[src/rtl/com_pkg.sv]
// Shared types and width helpers for the multi-channel centre-of-mass tracker.
package com_pkg;

    typedef enum logic [2:0] {IDLE, LOAD, DIV_X, DIV_Y, PUBLISH} com_state_t;

    // Pixel count width: enough for a full H x V frame.
    function automatic int cw(input int h, input int v);
        return h + v;
    endfunction

    // Divider width: wide enough for sum-x, the widest dividend.
    function automatic int dw(input int h, input int v);
        return 2 * h + v;
    endfunction

endpackage

[src/rtl/com_divider.sv]
// Restoring radix-2 serial divider: 1 load cycle, WIDTH iterations, 1 done cycle.
module com_divider #(
    parameter int WIDTH = 32
) (
    input  logic             clk_in,
    input  logic             rst_in,
    input  logic             start_in,
    input  logic [WIDTH-1:0] dividend_in,
    input  logic [WIDTH-1:0] divisor_in,
    output logic [WIDTH-1:0] quotient_out,
    output logic             done_out
);
    localparam int CNT_W = $clog2(WIDTH + 1);

    logic [WIDTH-1:0] rem;
    logic [WIDTH-1:0] quo;
    logic [WIDTH-1:0] dvs;
    logic [CNT_W-1:0] cnt;
    logic [WIDTH:0]   trial;
    logic             ge;

    // Divisor 0 makes every trial succeed, yielding an all-ones quotient.
    assign trial = {rem, quo[WIDTH-1]};
    assign ge    = trial >= {1'b0, dvs};
    assign quotient_out = quo;

    always_ff @(posedge clk_in or negedge rst_in) begin
        if (!rst_in) begin
            rem      <= '0;
            quo      <= '0;
            dvs      <= '0;
            cnt      <= '0;
            done_out <= 1'b0;
        end else begin
            done_out <= 1'b0;
            if (start_in) begin
                rem <= '0;
                quo <= dividend_in;
                dvs <= divisor_in;
                cnt <= CNT_W'(WIDTH);
            end else if (cnt != '0) begin
                rem <= ge ? WIDTH'(trial - {1'b0, dvs}) : trial[WIDTH-1:0];
                quo <= {quo[WIDTH-2:0], ge};
                cnt <= cnt - 1'b1;
                if (cnt == CNT_W'(1)) done_out <= 1'b1;
            end
        end
    end

endmodule

[src/rtl/multi_center_of_mass.sv]
// Per-frame centroid tracker for CHANNELS masks; one shared divider runs the
// per-channel x/y divisions serially after each tabulate pulse.
module multi_center_of_mass
    import com_pkg::*;
#(
    parameter int CHANNELS  = 3,
    parameter int H_WIDTH   = 11,
    parameter int V_WIDTH   = 10,
    parameter int MIN_COUNT = 16
) (
    input  logic                          clk_in,
    input  logic                          rst_in,
    input  logic [H_WIDTH-1:0]            x_in,
    input  logic [V_WIDTH-1:0]            y_in,
    input  logic [CHANNELS-1:0]           valid_in,
    input  logic                          tabulate_in,
    output logic [CHANNELS*H_WIDTH-1:0]   x_out,
    output logic [CHANNELS*V_WIDTH-1:0]   y_out,
    output logic [CHANNELS-1:0]           found_out,
    output logic                          valid_out,
    output logic                          busy_out,
    output logic                          overrun_out
);
    localparam int CW  = cw(H_WIDTH, V_WIDTH);
    localparam int SXW = CW + H_WIDTH;
    localparam int SYW = CW + V_WIDTH;
    localparam int DW  = dw(H_WIDTH, V_WIDTH);
    localparam int CHW = (CHANNELS > 1) ? $clog2(CHANNELS) : 1;

    com_state_t state;
    logic [CHW-1:0] ch;

    logic [CHANNELS-1:0][CW-1:0]  sh_cnt;
    logic [CHANNELS-1:0][SXW-1:0] sh_sx;
    logic [CHANNELS-1:0][SYW-1:0] sh_sy;

    logic                 snap;
    assign snap = tabulate_in && (state == IDLE);

    for (genvar c = 0; c < CHANNELS; c++) begin : g_ch
        logic [CW-1:0]  acc_cnt, shd_cnt;
        logic [SXW-1:0] acc_sx,  shd_sx;
        logic [SYW-1:0] acc_sy,  shd_sy;

        // The pixel arriving with tabulate_in seeds the new frame.
        always_ff @(posedge clk_in or negedge rst_in) begin
            if (!rst_in) begin
                acc_cnt <= '0; acc_sx <= '0; acc_sy <= '0;
                shd_cnt <= '0; shd_sx <= '0; shd_sy <= '0;
            end else begin
                if (snap) begin
                    shd_cnt <= acc_cnt; shd_sx <= acc_sx; shd_sy <= acc_sy;
                end
                if (tabulate_in) begin
                    acc_cnt <= CW'(valid_in[c]);
                    acc_sx  <= valid_in[c] ? SXW'(x_in) : '0;
                    acc_sy  <= valid_in[c] ? SYW'(y_in) : '0;
                end else if (valid_in[c]) begin
                    acc_cnt <= acc_cnt + 1'b1;
                    acc_sx  <= acc_sx + SXW'(x_in);
                    acc_sy  <= acc_sy + SYW'(y_in);
                end
            end
        end

        assign sh_cnt[c] = shd_cnt;
        assign sh_sx[c]  = shd_sx;
        assign sh_sy[c]  = shd_sy;
    end

    logic          div_start, div_done;
    logic [DW-1:0] div_q, div_dividend, div_divisor;

    assign div_dividend = (state == DIV_Y) ? DW'(sh_sy[ch]) : DW'(sh_sx[ch]);
    assign div_divisor  = DW'(sh_cnt[ch]);

    com_divider #(.WIDTH(DW)) u_div (
        .clk_in      (clk_in),
        .rst_in      (rst_in),
        .start_in    (div_start),
        .dividend_in (div_dividend),
        .divisor_in  (div_divisor),
        .quotient_out(div_q),
        .done_out    (div_done)
    );

    logic unused_q;
    assign unused_q = &{1'b0, div_q[DW-1:H_WIDTH]};

    logic [CHANNELS-1:0]              found_next, pub_en;
    logic [CHANNELS-1:0][H_WIDTH-1:0] stage_x;
    logic [CHANNELS-1:0][V_WIDTH-1:0] stage_y;

    assign busy_out = (state != IDLE);

    always_ff @(posedge clk_in or negedge rst_in) begin
        if (!rst_in) begin
            state       <= IDLE;
            ch          <= '0;
            div_start   <= 1'b0;
            found_next  <= '0;
            pub_en      <= '0;
            stage_x     <= '0;
            stage_y     <= '0;
            x_out       <= '0;
            y_out       <= '0;
            found_out   <= '0;
            valid_out   <= 1'b0;
            overrun_out <= 1'b0;
        end else begin
            valid_out   <= 1'b0;
            div_start   <= 1'b0;
            overrun_out <= tabulate_in && (state != IDLE);
            case (state)
                IDLE: if (tabulate_in) begin
                    state <= LOAD;
                    ch    <= '0;
                end
                LOAD: begin
                    found_next[ch] <= sh_cnt[ch] >= CW'(MIN_COUNT);
                    pub_en[ch]     <= (sh_cnt[ch] >= CW'(MIN_COUNT)) && (sh_cnt[ch] != '0);
                    div_start      <= 1'b1;
                    state          <= DIV_X;
                end
                DIV_X: if (div_done) begin
                    stage_x[ch] <= div_q[H_WIDTH-1:0];
                    div_start   <= 1'b1;
                    state       <= DIV_Y;
                end
                DIV_Y: if (div_done) begin
                    stage_y[ch] <= div_q[V_WIDTH-1:0];
                    if (ch == CHW'(CHANNELS - 1)) begin
                        state <= PUBLISH;
                    end else begin
                        ch    <= ch + 1'b1;
                        state <= LOAD;
                    end
                end
                PUBLISH: begin
                    for (int c = 0; c < CHANNELS; c++) begin
                        if (pub_en[c]) begin
                            x_out[c*H_WIDTH +: H_WIDTH] <= stage_x[c];
                            y_out[c*V_WIDTH +: V_WIDTH] <= stage_y[c];
                        end
                    end
                    found_out <= found_next;
                    valid_out <= 1'b1;
                    state     <= IDLE;
                end
                default: state <= IDLE;
            endcase
        end
    end

endmodule

[config.mk]
export PLATFORM = sky130hd
export DESIGN_NAME = multi_center_of_mass
export DESIGN_NICKNAME = d
export VERILOG_FILES = /design/src/rtl/com_pkg.sv /design/src/rtl/com_divider.sv /design/src/rtl/multi_center_of_mass.sv
export SDC_FILE = /design/constraint.sdc
export NUM_CORES = 1
export LEC_CHECK = 0
export CORE_ASPECT_RATIO = 0.8
export CORE_MARGIN = 4
export CORE_UTILIZATION = 32
export CTS_CLUSTER_DIAMETER = 40
export DETAILED_ROUTE_END_ITERATION = 7
export PLACE_DENSITY = 0.56
export SLEW_MARGIN = 5
export SYNTH_ARGS = -nofsm -noshare
export SYNTH_HDL_FRONTEND = slang
export SYNTH_SLANG_ARGS = --single-unit
[constraint.sdc]
create_clock -name clk_in -period 3.6 [get_ports clk_in]
set_clock_uncertainty 0.2 [all_clocks]
set_input_delay 0.72 -clock clk_in [delete_from_list [all_inputs] [get_ports clk_in]]
set_output_delay 0.72 -clock clk_in [all_outputs]
set_load 0.1 [all_outputs]
==> reports/results.txt, run 1 <==
P&R area growth vs syn: 20.2%
DR vias: 27000
nets: 4059
area post-placement: 39800 um^2
Routed Antenna Nets: 0
synth unique cells: 71
Main synth FF type: dfrtp_1
CTS H-tree lvls: 3
initial DRC count: 1783
fraction of layout cells with a size suffix above 1: 15.8%
post-layout min period: 3.42 ns
Max Cap Viol: 0
Post CTS Setup Buffer Count: 0
port buffer count: 95
Vias per Instance: 4.88
Post-synth EDFFs: 0
root buffer cell: clkbuf_16
FF-to-FF setup slack: 0.31 ns
die area: 119000 um^2
initial antenna violation count: 4
global-route wire length before repair: 155 mm
Starting Density: 32.3%
worst skew pair latency: 0.70 ns
CTS Buf Count: 107
Sink Count: 739
final worst slack: 0.184 ns
row cnt: 110
number of synthesized register bits: 739
Post-Syn Instances: 3755
Core Area: 113000 um^2
crit path DAT: 3.76 ns
Synth async-reset ratio: 100%
I/O pin total: 96
Leak: 20.9 nW
pre-CTS setup slack: -0.572 ns
largest net degree at the start of global routing: 106
router iterations before antenna repair: 5
gpl congestion: 0.817
Crit path required time: 3.94 ns
Reg clk slew, reported paths: 0.06 ns
Slew Viols, Final: 0
leading cell type in the layout, fill and taps excluded: nand2_1
fmax: 293 MHz
Final setup viols: 0
syn_area_per_cell: 9.68 um^2
vias in the first global route: 26800
final worst-path cycle share: 94.9%
clock buffer depth: 3
DRC: 0
unrepaired setup endpoints after global routing: no
final WL: 95.3 mm
Peak VDD IR: 0.408 mV
global route overflow: 0
hold slack: 0.200 ns
hold crit path type: in -> reg
status: completed
GRT Overall Usage: 16.3%
startpoint type of the worst setup path: input pin
Slew headroom: 34.6%
CTS tree: yes
CP Max Fanout: 10
Cell Pwr Density: 691 nW/um^2
Finished Cell Area: 43700 um^2
Die W: 385 um
Die Span Y: 309 um
most frequent cells in the layout: nand2_1 (945), dfrtp_1 (737), nor2_1 (323), buf_4 (210), o21ai_0 (208)
Yosys Warn Count: 0
CP Class: in -> reg
mapped cell area: 36300 um^2
Syn Nets: 3882
# fillers: 11300
sequential fraction of the synthesis area: 50.9%
drt wl/cell: 17.2 um
Slew @ Worst Pin: 0.981 ns
final count of hold timing violations: 0
element type at the critical path end: register
Detail Placement HPWL: 65.5 mm
[Yosys cell counts, drive strengths merged (8+ instances only)]
cell,instances,area [um^2]
a211oi,36,280
a21o,24,180
a21oi,150,751
a31oi,9,71.3
and2,14,87.6
and3,42,263
and4,16,140
buf,39,175
clkbuf,155,582
dfrtp,739,18500
ha,93,1160
inv,50,188
mux2,130,1460
mux2i,141,1410
mux4,31,698
nand2,946,3550
nand2b,13,81.3
nand3,101,505
nand3b,8,60.1
nand4,48,300
nor2,324,1220
nor2b,10,70.1
nor3,33,165
nor3b,8,60.1
nor4,9,90.1
o211ai,14,105
o21a,11,83.8
o21ai,213,1080
o21bai,15,120
or2,8,50.1
or3,39,244
xnor2,88,771
xor2,145,1270
[kinds of logic (layout without fill, tap and decap cells)]
group	count (synthesis)	after routing	synth area share, %
mux	302	302	9.83
other cells	0	1	0
buf+inv	245	514	2.61
flops	739	739	50.9
simple gates	1626	1626	19.2
xor+xnor	233	233	5.61
compound gates	510	510	8.33
fa+ha+maj	100	100	3.59
[power by group]
group          internal, mW  total [mW]  switching (mW)  leakage [nW]
Sequential             9.69        10.9            1.25          9.88
Clock                  6.75        11.1            4.31          1.84
Combinational          3.64        8.18            4.54          9.16
Total                  20.1        30.2            10.1          20.9
[registers in the layout (all words and copies together), names as in the netlist, 6 cells and up]
signal,flops
u_div.dvs,21
stage_y,30
g_ch.acc_cnt,63
stage_x,33
g_ch.acc_sx,96
u_div.rem,32
g_ch.acc_sy,93
g_ch.shd_sy,93
g_ch.shd_sx,96
y_out,30
g_ch.shd_cnt,63
u_div.cnt,6
u_div.quotient_out,32
x_out,33
[what timing repair did]
| action | CTS | global route |
|---|---|---|
| setup endpoints to repair | 0 | 19 |
| hold buffers | 1 | 0 |
| hold endpoints to repair | 55 | 0 |
| gates resized for setup | 0 | 4 |
[stage by stage]
step,util (%),power [mW],TNS (ns),std cells
6_report,38.8,30.2,0,5537
5_1_grt,38.8,32.1,0,5536
4_1_cts,38.8,30.5,0,5536
3_5_place_dp,35.4,19.2,-30.51,5334
3_3_place_gp,35.4,19.1,-27.52,5334
2_1_floorplan,-,16.6,0,3755
[metal layers]
layer | vias up | global-route usage [%] | wire length, um
met2 | 485 | 22.9 | 38800
met5 | - | 0 | 0
li1 | 13100 | - | -
met1 | 13300 | 25.6 | 50100
met3 | 122 | 3.25 | 4890
met4 | 0 | 3.13 | 1510
[area by class of cell]
type	count	area, um^2	area share [%]
flip-flops and latches	739	18500	42.3
diodes	1	2.50	0.00573
multi-input cells	2771	16900	38.8
clock buffers	125	2900	6.63
inverters	51	191	0.438
well taps	1512	1890	4.33
clock inverters	76	925	2.12
repair buffers	262	2340	5.36
[final timing paths]
path,start,endpoint,depth (start not counted)
worst max-delay path,y_in[0],g_ch[2].acc_sy[24],12
worst min register to register,g_ch[0].shd_sx[14],g_ch[0].shd_sx[14],2
worst min-delay path,tabulate_in,g_ch[2].acc_sy[0],3
worst max register to register,g_ch[2].acc_sy[0],g_ch[2].acc_sy[24],11
min in group asynchronous,rst_in,pub_en[1],2
max in group asynchronous,rst_in,g_ch[2].acc_sx[12],3
[critical path, cell delays in order]
cell,delay (ns)
clkdlybuf4s50_1,0.48
ha_1,0.26
fa_1,0.40
a21oi_1,0.22
o21ai_0,0.19
a2111oi_2,0.48
buf_4,0.18
nor2_1,0.04
a41o_1,0.39
nand4_1,0.17
xor2_1,0.16
nor2_1,0.06
No activity file was read; power rests on OpenSTA's default activity.
==> inputs of run 2 (changes only) <==
--- a/config.mk
+++ b/config.mk
@@ -8,10 +8,10 @@
 export CORE_ASPECT_RATIO = 0.8
 export CORE_MARGIN = 4
 export CORE_UTILIZATION = 32
-export CTS_CLUSTER_DIAMETER = 40
 export DETAILED_ROUTE_END_ITERATION = 7
 export PLACE_DENSITY = 0.56
 export SLEW_MARGIN = 5
 export SYNTH_ARGS = -nofsm -noshare
 export SYNTH_HDL_FRONTEND = slang
+export SYNTH_HIERARCHICAL = 1
 export SYNTH_SLANG_ARGS = --single-unit
==> reports/results.txt, run 2 <==
status: completed
drt wl/cell: 18.3 um
final WL: 104 mm
nets: 4259
CTS H-tree lvls: 3
Seq pwr share: 37.9%
Leak: 20.9 nW
most frequent cell after synthesis: nand2_1
Hold Path Origin: tabulate_in
Post CTS Setup Buffer Count: 0
power share of the clock group: 31.3%
final worst-path cycle share: 93.4%
FF-to-FF Start: u_div/rem[0]
root buffer cell: clkbuf_16
largest net degree at the start of global routing: 206
pre-CTS setup slack: -0.203 ns
Die W: 394 um
leading cell type in the layout, fill and taps excluded: nand2_1
Peak VDD IR: 0.395 mV
# fillers: 11700
Crit path required time: 3.98 ns
area leader, netlist: dfrtp_1
hold depth: 2
diode count: 0
startpoint type of the worst setup path: register
number of synthesized register bits: 750
Commonest cells post-synth: nand2_1 (951), dfrtp_1 (750), nor2_1 (275)
switching fraction of total power: 34.4%
FF-to-FF path depth: 11
top-area cell type share of the netlist area: 49.3%
CTS tree: yes
CTS Buf Count: 79
synth unique cells: 82
element type at the critical path end: register
Yosys Warn Count: 6
clock buffer depth: 3
Slew Viols, Final: 0
DRC: 0
Core Area: 117000 um^2
Routed Antenna Nets: 0
Max Cap Viol: 0
worst skew pair latency: 0.69 ns
Starting Density: 32.4%
global-route wire length before repair: 166 mm
fraction of layout cells with a size suffix above 1: 13.5%
row cnt: 112
Comb pwr share: 30.8%
P_int: 18.9 mW
Placed Cells: 5578
CP max-delay cell: dfrtp_1
Largest regs: g_ch.acc_sx (96), g_ch.shd_sx (96)
FF-to-FF setup slack: 0.24 ns
fmax: 297 MHz
Cell Pwr Density: 647 nW/um^2
Final Non-Filler Cells: 5725
Sink Count: 750
slowest stage delay, CP: 0.42 ns
unrepaired setup endpoints after global routing: no
Slew @ Worst Pin: 1.15 ns
CP Class: reg -> reg
Final setup viols: 0
mapped cell area: 38100 um^2
CP Max Fanout: 9
Post-synth EDFFs: 0
port buffer count: 95
final count of hold timing violations: 0
crit path DAT: 3.74 ns
DR vias: 29000
Detail Placement HPWL: 73.1 mm
initial antenna violation count: 4
Vias per Instance: 5.07
synth top area cells: dfrtp_1 (49%), nand2_1 (9.4%), mux2_2 (3.9%)
Reg clk slew, reported paths: 0.06 ns
vias in the first global route: 27800
gpl congestion: 0.867
post-layout min period: 3.36 ns
most frequent cells in the layout: nand2_1 (949), dfrtp_1 (748), nor2_1 (275), o21ai_0 (241), buf_4 (207)
GRT Overall Usage: 16.6%
global route overflow: 0
final worst slack: 0.237 ns
crit path cell chain: ha_1 > nor2b_1 > o21bai_1 > a311o_1 > nand3_2 > a21o_4 > a211o_2 > a41o_4 > buf_4 > mux2i_1 > a211oi_2
Die Span Y: 317 um
Main synth FF type: dfrtp_1
I/O pin total: 96
P_sw: 9.90 mW
P&R area growth vs syn: 16.9%
Setup crit start: u_div/rem[0]
initial DRC count: 2424
Slew headroom: 23.5%
syn_area_per_cell: 9.60 um^2
router iterations before antenna repair: 7
sequential fraction of the synthesis area: 49.3%
hold crit path type: in -> reg
Synth async-reset ratio: 100%
die area: 125000 um^2
Post-Syn Instances: 3968
final core occ: 37.9%
[run 2: changes by cell type after synthesis, sizes merged, moves of 15 or more]
| cell | change |
|---|---|
| nor2b | +15 |
| nor2 | -49 |
| xor2 | -47 |
| mux2 | +17 |
| a211oi | +40 |
| o21ai | +56 |
| inv | +44 |
| xnor2 | +36 |
[run 2: repair_timing]
item	4_1_cts	5_1_grt
hold buffers	1	0
resized for setup	0	4
endpoints found under the setup margin	0	8
hold endpoints to repair	38	0
[run 2: power by group through the flow]
| stage | combinational (mW) | sequential (mW) | clock, mW |
|---|---|---|---|
| 5_1_grt | 9.89 | 11.1 | 9.60 |
| 4_1_cts | 8.81 | 10.9 | 9.24 |
| 3_5_place_dp | 8.78 | 11.1 | 0 |
| 3_3_place_gp | 8.66 | 11.0 | 0 |
| 6_report | 8.88 | 10.9 | 9.00 |
| 2_1_floorplan | 6.59 | 10.5 | 0 |
[run 2: critical path: cells and delay by family, from the launching register on]
family | cells | cell delay (ns)
buffers and inverters | 1 | 0.20
flip-flops | 1 | 0.42
AND/OR/NAND/NOR | 2 | 0.30
multiplexers | 1 | 0.14
adder cells (fa/ha/maj) | 1 | 0.33
AO/OA/AOI/OAI | 6 | 1.69
[run 2: per-stage QoR]
step           area (um^2)  setup TNS (ns)  hold slack (ns)  power (mW)
3_5_place_dp         41600          -0.880            0.258        19.8
2_1_floorplan        38100               0            0.224        17.1
5_1_grt              44500               0            0.239        30.6
6_report             44500               0            0.258        28.8
4_1_cts              44500               0            0.206        29.0
3_3_place_gp         41600          -0.630            0.254        19.7
[run 2: logic make-up (layout without fill, tap and decap cells)]
| kind of cell | count (synthesis) | in the layout | share of synthesized area [%] |
|---|---|---|---|
| and+or+nand+nor | 1611 | 1611 | 18.3 |
| DFF | 750 | 750 | 49.3 |
| AOI/OAI and AO/OA | 665 | 665 | 10.7 |
| muxes | 316 | 316 | 9.81 |
| buffers and inverters | 292 | 500 | 3.06 |
| xor gates and xnor gates | 222 | 222 | 5.11 |
| adders and majority gates | 111 | 111 | 3.79 |
| other | 1 | 11 | 0.00985 |
[run 2: final cells by class]
cell class / count / area [um^2] / share of cell area, %
sequential: 750 / 18800 / 42.2
clock inverter: 37 / 599 / 1.35
inverter: 95 / 357 / 0.801
timing repair buffer: 259 / 2320 / 5.21
clock buffer: 109 / 2290 / 5.15
multi-input combinational: 2936 / 18200 / 41.0
tap: 1539 / 1930 / 4.33
[run 2: worst paths after layout]
path | endpoint
setup / recovery | u_div/rem[16]
min in group asynchronous | u_div/dvs[16]
hold reg to reg | g_ch[2].shd_sy[14]
setup reg to reg | u_div/rem[16]
max in group asynchronous | g_ch[0].acc_sy[30]
hold / removal | g_ch[2].acc_sy[22]
[run 2: routing by layer]
layer	global-route usage, %	up-vias	part of all wire (%)
li1	-	14000	-
met1	26.7	14200	52
met2	22.4	705	39
met3	3.68	119	7.0
met5	0	-	0
met4	3.20	0	1.7
==> inputs of run 3 (changes only) <==
--- a/config.mk
+++ b/config.mk
@@ -7,9 +7,11 @@
 export LEC_CHECK = 0
 export CORE_ASPECT_RATIO = 0.8
 export CORE_MARGIN = 4
-export CORE_UTILIZATION = 32
+export CORE_UTILIZATION = 55
+export CTS_CLUSTER_SIZE = 14
 export DETAILED_ROUTE_END_ITERATION = 7
-export PLACE_DENSITY = 0.56
+export GPL_ROUTABILITY_DRIVEN = 0
+export PLACE_DENSITY = 0.81
 export SLEW_MARGIN = 5
 export SYNTH_ARGS = -nofsm -noshare
 export SYNTH_HDL_FRONTEND = slang
==> reports/results.txt, run 3 (same netlist as run 2, synthesis figures left out) <==
status: completed
FF-to-FF Start: u_div/rem[9]
FF-to-FF path depth: 11
global route overflow: 0
final worst slack: 0.202 ns
most frequent cells in the layout: nand2_1 (949), dfrtp_1 (748), nor2_1 (275), o21ai_0 (241), buf_4 (174)
drt wl/cell: 19.3 um
Crit path required time: 3.92 ns
die area: 73500 um^2
I/O pin total: 96
leading cell type in the layout, fill and taps excluded: nand2_1
Die Span Y: 243 um
Final setup viols: 0
element type at the critical path end: register
sum of negative setup slack: 0 ns
final count of hold timing violations: 0
hold slack: 0.273 ns
final WL: 97.5 mm
worst skew pair latency: 0.64 ns
area post-placement: 40500 um^2
port buffer count: 95
row cnt: 85
Max Cap Viol: 0
initial DRC count: 2814
Vias per Instance: 5.92
startpoint type of the worst setup path: register
DRC: 0
diode count: 0
Leak: 20.5 nW
crit path DAT: 3.72 ns
WHS Endpoint: g_ch[1].shd_sx[0]
Detail Placement HPWL: 66.4 mm
Finished Cell Area: 43000 um^2
fmax: 294 MHz
fraction of layout cells with a size suffix above 1: 12.4%
CTS H-tree lvls: 3
Core Area: 68000 um^2
Peak VDD IR: 0.519 mV
hold depth: 2
post-layout min period: 3.40 ns
nets: 4220
Reg clk slew, reported paths: 0.06 ns
Routed Antenna Nets: 0
Largest regs: g_ch.acc_sx (96), g_ch.shd_sx (96)
Hold Path Origin: g_ch[1].shd_sx[0]
Slew headroom: 23.8%
CP Class: reg -> reg
FF-to-FF setup slack: 0.20 ns
DR vias: 29900
Sink Count: 750
Worst R2R End: u_div/rem[13]
P&R area growth vs syn: 13.0%
global-route wire length before repair: 158 mm
GRT Overall Usage: 26.4%
hold crit path type: reg -> reg
vias in the first global route: 29100
CP Max Fanout: 11
root buffer cell: clkbuf_16
router iterations before antenna repair: 5
Die W: 302 um
Power Total: 27.6 mW
# fillers: 5171
CTS Buf Count: 75
pre-CTS setup slack: -0.0646 ns
initial antenna violation count: 3
clock buffer depth: 3
area of the multi-input gates: 18200 um^2
final worst-path cycle share: 94.4%
Slew Viols, Final: 0
unrepaired setup endpoints after global routing: no
CTS tree: yes
register area: 18800 um^2
Cell Pwr Density: 641 nW/um^2
Slew @ Worst Pin: 1.14 ns
largest net degree at the start of global routing: 131
Starting Density: 56.0%
==> run 3: how the worst max path moves through the flow <==
| stage | startpoint | to | slack [ns] | cells after the start |
|---|---|---|---|---|
| floorplan | u_div/rem[9] | u_div/rem[25] | 0.57 | 11 |
| global placement | x_in[4] | g_ch[0].acc_sx[27] | 0.02 | 9 |
| detailed placement | x_in[4] | g_ch[0].acc_sx[27] | -0.06 | 9 |
| CTS | u_div/dvs[1] | u_div/rem[7] | 0.005 | 12 |
| global route | u_div/rem[9] | u_div/rem[4] | 0.04 | 11 |
| finish | u_div/rem[9] | u_div/rem[13] | 0.20 | 11 |
==> run 3: critical path, stage by stage, from the launching register on <==
cell and delay, ns:
dfrtp_1 0.40, ha_1 0.39, and3_1 0.27, nand3_1 0.10
a311o_1 0.20, nand3_2 0.16, a21o_4 0.26, a211o_2 0.35
a41o_4 0.37, buf_12 0.18, mux2i_1 0.12, a211oi_1 0.26
==> run 3: per-layer routing <==
layer | track usage (%) | vias to the layer above | share of wire (%)
li1 | - | 13800 | -
met1 | 39.7 | 14800 | 45
met2 | 39.0 | 1115 | 44
met3 | 6.28 | 143 | 9.3
met4 | 6.21 | 2 | 1.9
met5 | 0 | - | 0.013
==> run 3: what timing repair did <==
| action | in CTS | in global routing |
|---|---|---|
| endpoints found under the setup margin | 0 | 24 |
| hold buffers | 1 | 0 |
| gates resized for setup | 0 | 4 |
| endpoints found under the hold margin | 36 | 0 |
| buffers inserted | 0 | 1 |
==> run 3: area by class of cell <==
cell class	count	area share [%]
flip-flops and latches	750	43.7
repair buffers	224	4.72
multi-input cells	2936	42.4
clock inverters	28	0.739
inverters	95	0.829
well taps	913	2.66
clock buffers	105	5.02
==> run 3: metrics by stage <==
stage               cells  util, %
finish               5051     63.3
global route         5051     63.3
CTS                  5050     63.2
detailed placement   4916     59.6
global placement     4916     59.6
floorplan            3978        -
==> run 3: report_power, final <==
group / total (mW) / switching (mW) / internal (mW)
combinational: 8.80 / 4.96 / 3.84
sequential: 10.9 / 1.14 / 9.76
clock: 7.89 / 3.49 / 4.40
